<file path="src/rtl/mem_pkg.sv">
`default_nettype none
// ============================================================================
// Module      : mem_pkg
// Description : Shared definitions for the memory handshake slice. Holds the
//               responder state encoding, the rw access-type codes and the
//               default address/data widths used by the store and load FSMs.
// Revision    : 1.0 - initial release
// ============================================================================
package mem_pkg;

  localparam int MEM_ADDR_W = 8;
  localparam int MEM_DATA_W = 16;

  // Binary 2-bit encoding; code 2'b11 is unused and recovers to IDLE.
  typedef enum logic [1:0] {
    MEM_IDLE = 2'b00,
    MEM_WAIT = 2'b01,
    MEM_DONE = 2'b10
  } mem_state_t;

  localparam logic RW_WRITE = 1'b0;
  localparam logic RW_READ  = 1'b1;

endpackage : mem_pkg
`default_nettype wire

</file>
<file path="src/rtl/mem_array.sv">
`default_nettype none
// ============================================================================
// Module      : mem_array
// Description : Single-port word storage with synchronous write and a
//               registered synchronous read. Nothing happens unless the
//               controller pulses do_access for one cycle.
// Ports       : clk       - system clock
//               rst       - asynchronous reset, active-low (clears rdata only)
//               do_access - one-cycle access strobe from the controller
//               we        - 1 = write wdata to addr, 0 = read addr into rdata
//               addr      - word address
//               wdata     - write data
//               rdata     - registered read data, holds between reads
// Revision    : 1.0 - initial release
// ============================================================================
module mem_array
  import mem_pkg::*;
#(
  parameter int ADDR_W = MEM_ADDR_W,
  parameter int DATA_W = MEM_DATA_W
) (
  input  logic              clk,
  input  logic              rst,
  input  logic              do_access,
  input  logic              we,
  input  logic [ADDR_W-1:0] addr,
  input  logic [DATA_W-1:0] wdata,
  output logic [DATA_W-1:0] rdata
);

  // Storage deliberately has no reset so it maps onto plain RAM.
  logic [DATA_W-1:0] r_mem [2**ADDR_W];

  always_ff @(posedge clk) begin
    if (do_access && we) begin
      r_mem[addr] <= wdata;
    end
  end

  // Read register is cleared by reset and otherwise only changes on a read,
  // so writes and aborted requests leave the last read value visible.
  always_ff @(posedge clk or negedge rst) begin
    if (!rst) begin
      rdata <= '0;
    end else if (do_access && !we) begin
      rdata <= r_mem[addr];
    end
  end

endmodule : mem_array
`default_nettype wire

</file>
<file path="src/rtl/memory_responder.sv">
`default_nettype none
// ============================================================================
// Module      : memory_responder
// Description : Memory-side end of the en/rw/mfc 4-phase handshake. Accepts
//               a request, performs the access LATENCY edges later, raises
//               mfc and holds it until the initiator drops en.
// Ports       : clk   - system clock, rising edge
//               rst   - asynchronous reset, active-low
//               en    - level-held request strobe
//               rw    - 0 = write (store), 1 = read (load)
//               addr  - address from MAR
//               wdata - write data from MDR
//               rdata - read data to MDR, valid while mfc=1 after a read
//               mfc   - memory-function-complete
//               busy  - high from request accept until return to IDLE
// Revision    : 1.0 - initial release
// ============================================================================
module memory_responder
  import mem_pkg::*;
#(
  parameter int ADDR_W  = MEM_ADDR_W,
  parameter int DATA_W  = MEM_DATA_W,
  parameter int LATENCY = 3
) (
  input  logic              clk,
  input  logic              rst,
  input  logic              en,
  input  logic              rw,
  input  logic [ADDR_W-1:0] addr,
  input  logic [DATA_W-1:0] wdata,
  output logic [DATA_W-1:0] rdata,
  output logic              mfc,
  output logic              busy
);

  generate
    if (LATENCY < 1 || LATENCY > 15) begin : g_bad_latency
      $error("memory_responder: LATENCY must be in 1..15");
    end
  endgenerate

  // Counter preload: WAIT spends LATENCY edges, the last of which enters DONE.
  localparam logic [3:0] C_CNT_LOAD = 4'(LATENCY - 1);

  mem_state_t        r_state;
  logic [3:0]        r_cnt;
  logic [ADDR_W-1:0] r_addr;
  logic [DATA_W-1:0] r_wdata;
  logic              r_rw;
  logic              r_mfc;
  logic              r_busy;

  logic              w_do_access;
  logic              w_we;

  // The access fires on exactly the edge that moves WAIT -> DONE, so the
  // array result lands together with the mfc rise.
  assign w_do_access = (r_state == MEM_WAIT) && en && (r_cnt == 4'd0);
  assign w_we        = (r_rw == RW_WRITE);

  always_ff @(posedge clk or negedge rst) begin
    if (!rst) begin
      r_state <= MEM_IDLE;
      r_cnt   <= 4'd0;
      r_addr  <= '0;
      r_wdata <= '0;
      r_rw    <= RW_WRITE;
      r_mfc   <= 1'b0;
      r_busy  <= 1'b0;
    end else begin
      case (r_state)
        MEM_IDLE: begin
          if (en) begin
            r_addr  <= addr;
            r_wdata <= wdata;
            r_rw    <= rw;
            r_cnt   <= C_CNT_LOAD;
            r_busy  <= 1'b1;
            r_state <= MEM_WAIT;
          end
        end
        MEM_WAIT: begin
          if (!en) begin
            // Initiator gave up: no access, mfc never rises.
            r_busy  <= 1'b0;
            r_state <= MEM_IDLE;
          end else if (r_cnt == 4'd0) begin
            r_mfc   <= 1'b1;
            r_state <= MEM_DONE;
          end else begin
            r_cnt <= r_cnt - 4'd1;
          end
        end
        MEM_DONE: begin
          // No timeout; only en falling ends the handshake. Staying here
          // while en is held prevents a second access without en toggling.
          if (!en) begin
            r_mfc   <= 1'b0;
            r_busy  <= 1'b0;
            r_state <= MEM_IDLE;
          end
        end
        default: begin
          r_mfc   <= 1'b0;
          r_busy  <= 1'b0;
          r_state <= MEM_IDLE;
        end
      endcase
    end
  end

  mem_array #(
    .ADDR_W (ADDR_W),
    .DATA_W (DATA_W)
  ) u_mem_array (
    .clk       (clk),
    .rst       (rst),
    .do_access (w_do_access),
    .we        (w_we),
    .addr      (r_addr),
    .wdata     (r_wdata),
    .rdata     (rdata)
  );

  assign mfc  = r_mfc;
  assign busy = r_busy;

endmodule : memory_responder
`default_nettype wire

</file>
<file path="config.mk">
export PLATFORM = sky130hd
export DESIGN_NAME = memory_responder
export DESIGN_NICKNAME = d
export VERILOG_FILES = /design/src/rtl/mem_pkg.sv /design/src/rtl/mem_array.sv /design/src/rtl/memory_responder.sv
export SDC_FILE = /design/constraint.sdc
export NUM_CORES = 2
export LEC_CHECK = 0
export BUFFER_PORTS_ARGS = -buffer_cell sky130_fd_sc_hd__buf_4
export CAP_MARGIN = 0
export CORE_UTILIZATION = 25
export CTS_CLUSTER_DIAMETER = 60
export DETAILED_ROUTE_END_ITERATION = 12
export PLACE_DENSITY = 0.48
export SLEW_MARGIN = 0
export SYNTH_ARGS = -nofsm -noshare
export SYNTH_HDL_FRONTEND = slang
export SYNTH_HIERARCHICAL = 1
export SYNTH_SLANG_ARGS = --single-unit
export TNS_END_PERCENT = 1
</file>
<file path="constraint.sdc">
create_clock -name clk -period 10.7 [get_ports clk]
set_input_delay 0.535 -clock clk [delete_from_list [all_inputs] [get_ports clk]]
set_output_delay 0.535 -clock clk [all_outputs]
set_load 0.1 [all_outputs]
</file>
# Word-level counts from Yosys, hierarchy flattened
# Memory sizes are Yosys's and may differ from the RTL's. A register that Yosys moved wholly into a read port is not among the register bits.
# Index checks and enable logic that the tools add are counted.
word_totals:
  regBits: 33
  mem_bits_rw: 4096
  inputBits: 28
  output_inout_bits: 18
  wordCells: 51
  n_memories: 1
classes:
  add_sub_neg: 1
  n_eq_ne: 9
  muxes: 17
  bitwise_logic: 2
  n_reduce_logical: 14
mem_list:
  columns: ["memory", "words", "width", "read_ports", "rd_clocked_by_memory_dff", "wr", "line", "text"]
  rows:
  - ["u_mem_array.r_mem", 256, 16, 1, 1, 1, "mem_array.sv:32", "logic [DATA_W-1:0] r_mem [2**ADDR_W];"]
ops:
  columns: ["cell", "count"]
  rows:
  - ["4-bit 2-to-1 mux", 3]
  - ["2-bit != test (second input constant)", 5]
  - ["2-bit 2-to-1 mux", 4]
  - ["4-bit case mux with 2 select lines", 1]
  - ["4-bit AND reduction", 2]
  - ["1-bit 2-to-1 mux", 6]
  - ["2-bit case mux with 3 select lines", 1]
  - ["1-bit logical AND", 4]
  - ["4-bit zero test", 1]
  - ["2-bit AND reduction", 2]
  - ["4-bit by 1-bit subtractor with 4-bit output (second input constant)", 1]
  - ["3-bit by 2-bit != test with 1-bit output (second input constant)", 1]
  - ["1-bit case mux with 3 select lines", 1]
  - ["3-bit AND reduction", 1]
  - ["2-bit by 1-bit == test with 1-bit output (second input constant)", 1]
  - ["2-bit == test (second input constant)", 1]
  - ["2-bit zero test", 1]
  - ["2-bit by 1-bit != test with 1-bit output (second input constant)", 1]
  - ["1-bit inverter", 2]
  - ["1-bit case mux with 2 select lines", 1]
  - ["2-bit nonzero test", 1]
  - ["2-bit OR reduction", 1]
  - ["1-bit zero test", 1]

# Logic depth before layout (Yosys ltp)
depth:
  depth_word: 6
  depth_mapped: 14

# By module
# Netlist, hierarchy kept.
modules_own_cells:
  columns: ["module", "n_inst", "cells_per_inst", "area_per_inst_um2", "seq_area_each_um2"]
  rows:
  - ["mem_array", 1, 7136, 158663.4, 123398.3]
  - ["memory_responder", 1, 108, 1455.1, 825.8]

# Worst setup path after synthesis
# No wires, ideal clock.
synth_path:
  path_type: "register to register"
  startpoint: "reg r_wdata[0]"
  endpoint: "mem u_mem_array/r_mem[0][0] (netlist bit), data pin"
  setup_time_ns: 0.803
  t_arrival_ns: 3.179
  required_time_ns: 9.897
  slack_ns: 6.718
  stages_incl_launch_ff: 1
  path_buffers: 0
  synth_period_minus_slack_ns: 3.982
  path_cell_list: "dfrtp_1"
synth_rtl:
  columns: ["element", "line", "text"]
  rows:
  - ["start, declared", "memory_responder.sv:48", "logic [DATA_W-1:0] r_wdata;"]
  - ["start signal, assigned", "memory_responder.sv:75", "r_wdata <= wdata;"]
  - ["end, declared", "mem_array.sv:32", null]
# Straight into the memory's write port.

==> reports/qor.csv <==
stage,metric,value,unit
clock_network,hold_buffers,28,
logic_synthesis,syn_nets,7277,
die,fp.dieArea,643700,sq um
power_and_ir_drop,p_leak,57.25,nW
clock_network,cts_resized,0,
timing,skew,0.08861,ns
clock_network,root_buffer,clkbuf_16,
power_and_ir_drop,internal_power,34.41,mW
logic_synthesis,synthTopCellsByArea,"edfxtp_1 77%, mux4_2 14%, mux2i_1 2.0%",
placed_design,gp_congestion,0.8200,
layout,drive_above_1_share,29.19,%
timing,fin_crit_sh,52.53,%
drt,drt_iter0_drc,9374,
setup_path,cp_common_cell,buf_4,
power_and_ir_drop,p_switching,18.14,mW
setup_path,arrival,6.47,ns
logic_synthesis,synth_most_common_cell,edfxtp_1,
logic_synthesis,yosysSeqAreaShare,77.58,%
min_path,min-delay-start,rw,
global_routing,antenna_found_initial,30,
power_and_ir_drop,pwr-share-clk,28.9,%
timing,tightest_slew,1.451,ns
logic_synthesis,syn_area,160100,sq um
setup_path,timing.setup.critical_path_class,flop to flop,
drt,drc_errors,0,
die,fp.dieW,802.3,microns
logic_synthesis,synth_area_per_cell,22.10,sq um
layout,fillers,61680,
die,rows,293,
timing,setup_violations,0,
clock_network,h-tree-depth,5,
drt,drtPass1Iterations,6,
placed_design,pre_cts_slack,4.922,ns
min_path,worstHoldPathType,input port to flop,
layout,area_delta_synth_final,16.82,%
layout,final_nets,7779,
timing,fmax,177.9,MHz
power_and_ir_drop,swShare,34.51,%
power_and_ir_drop,ir_drop,0.2355,mV
setup_path,start_kind,flop,
global_routing,grt_pass1_vias,80480,
die,core_area,637200,sq um
timing,finalSetupTns,0,ns
logic_synthesis,synthCells,7244,
logic_synthesis,synth_edf_count,4096,
die,die_height,802.3,microns
global_routing,grt_util_all_layers,14.92,%
drt,num_vias,79470,
layout,final_core_util,29.36,%
logic_synthesis,yosys-top-cells-count,"4096 x edfxtp_1, 973 x mux4_2, 323 x nor2_1, 320 x mux2i_1, 149 x nand2_1",
setup_path,crit_path_max_fanout,76,
logic_synthesis,dominantRegCellSynth,edfxtp_1,
timing,slew_headroom,2.228,%
timing,finalHoldViolCount,0,
power_and_ir_drop,p_per_area,280.9,nW/um^2
logic_synthesis,yosysTopAreaCellShare,76.82,%
setup_path,r2r_setup_slack,5.08,ns
logic_synthesis,yosys.area.top_type,edfxtp_1,
logic_synthesis,async_reset_ff_share,1.182,%
timing,finalWorstSetupSlack,5.079,ns
setup_path,ff2ff_path_depth,10,
logic_synthesis,yosysWarnings,6,
clock_network,clk_pin_slew_worst_paths,0.06,ns
status,outcome,finished clean,
power_and_ir_drop,power_frac_comb,30.8,%
power_and_ir_drop,total_power,52.55,mW
drt,drt.antenna.violating_nets,0,
global_routing,grt.overflow.total,0,
clock_network,clkLatencyLatePin,1.05,ns
die,io_pins,46,
drt,routed_wl,496200,microns
setup_path,r2r_start,r_addr[0],
placed_design,dp.cells,15680,
layout,fin_cells,16540,
clock_network,cts_buffers,445,
setup_path,crit_start,r_addr[0],
setup_path,slowest_delay,1.08,ns
drt,viasPerCell,4.806,
clock_network,clock-sinks,4145,
job,maxCapViolations,0,
timing,drv_slew,0,
clock_network,clock_path_buffers,4,
global_routing,grt_max_degree,198,
logic_synthesis,ys_seq_elements,4145,
setup_path,cp_cell_sequence,buf_12 -> buf_4 -> mux4_2 -> a22oi_1 -> a21oi_1 -> o21ai_0 -> a211oi_1 -> o31ai_1 -> buf_4 -> a41oi_1,
power_and_ir_drop,sequentialPowerShare,40.3,%
drt,post_drt_wl_per_cell,30.01,microns
timing,rsz0062_at_grt,false,
placed_design,dp_hpwl,298800,microns
die,initial_core_util,25.13,%
logic_synthesis,ys_types,79,
setup_path,end_kind,flop,
clock_network,postCtsSetupRepairBufs,0,
min_path,holdPathStages,3,
clock_network,cts_tree,done,
timing,period_needed,5.621,ns
setup_path,crit_slowest_cell,o21ai_0,
global_routing,grt_pass1_wl,679400,microns
setup_path,cp.required,11.55,ns
placed_design,portBuffers,45,
sequential cells by signal, summed over array words and instances, names as in the netlist:
name	flops
r_rw	1
r_addr	8
u_mem_array/rdata	16
r_state	2
r_wdata	16
r_cnt	4
mfc	1
busy	1
u_mem_array/r_mem	4096
cells by family (layout without fill, tap and decap cells):
logic type	Yosys count	after routing	synth area share [%]
AOI/OAI and AO/OA	582	582	2.519
adders and majority gates	5	5	0.03907
buffers and inverters	436	1305	1.725
DFF	4145	4145	77.58
muxes	1357	1357	16.14
other	0	15	0
and+or+nand+nor	719	719	1.997
final timing paths:
kind	endpoint
max in group asynchronous	r_wdata[1]
min in group asynchronous	r_wdata[3]
min	r_rw
max	u_mem_array/rdata[4]
max reg2reg	u_mem_array/rdata[4]
min reg2reg	r_rw
critical path: cells and delay by family (launching register included):
family / cells / cell delay, ns
compound gates: 6 / 2.40
buf+inv: 3 / 1.45
flops: 1 / 0.75
mux: 1 / 0.59
per-layer routing:
| layer | GRT usage (%) | vias up | routed length, microns |
|---|---|---|---|
| met5 | 0 | - | 53 |
| met4 | 4.845 | 8 | 18120 |
| met3 | 2.465 | 749 | 33060 |
| met2 | 24.55 | 3154 | 238800 |
| met1 | 20.16 | 43850 | 206100 |
| li1 | - | 31710 | - |
final cells by class:
class / instances / area, sq um / share of cell area (%)
repair buffers: 476 / 3870 / 2.069
clock buffers: 553 / 11750 / 6.280
inverters: 15 / 73.82 / 0.03947
flip-flops and latches: 4145 / 124300 / 66.46
clock inverters: 261 / 2618 / 1.399
well taps: 8407 / 10520 / 5.624
multi-input cells: 2663 / 33880 / 18.11
diodes: 15 / 37.54 / 0.02007
power by group through the flow:
stage	clock (mW)	combinational (mW)	sequential [mW]
2_1_floorplan	0	8.51	22.7
3_3_place_gp	0	16.2	21.5
3_5_place_dp	0	16.4	21.5
4_1_cts	15.5	16.4	21.2
5_1_grt	16.1	16.9	21.2
6_report	15.2	16.2	21.2
per-stage QoR:
stage / instance area, sq um / hold slack (ns)
2_1_floorplan: 160100 / 0.2394
3_3_place_gp: 172300 / 0.4342
3_5_place_dp: 172400 / 0.4361
4_1_cts: 187000 / 0.2256
5_1_grt: 187000 / 0.2674
6_report: 187000 / 0.3186
placed cells by master (no fill, tap or decap), types with 11 or more instances in the layout:
cell           instances
edfxtp_1            4096
mux4_2               973
clkbuf_16            449
buf_4                428
mux2i_1              320
nor2_2               160
nor2_1               155
nand2_1              145
a22oi_1              138
clkinv_1             103
o21ai_0               97
clkbuf_1              92
nand3_1               90
o22ai_1               74
a21oi_1               74
clkinv_2              72
mux2_2                64
bufinv_16             39
dlygate4sd3_1         28
nor3_2                27
dfrtp_1               25
a221oi_1              23
dfrtp_4               22
a22o_1                19
buf_12                18
o221ai_1              18
nor4_1                17
nand4_1               16
a31oi_1               16
diode_2               15
and3_1                15
nor3_1                15
o2111ai_1             13
inv_6                 13
clkbuf_8              12
o22a_1                12
o211ai_1              11
a32oi_1               11
(Power assumes the default switching activity.)
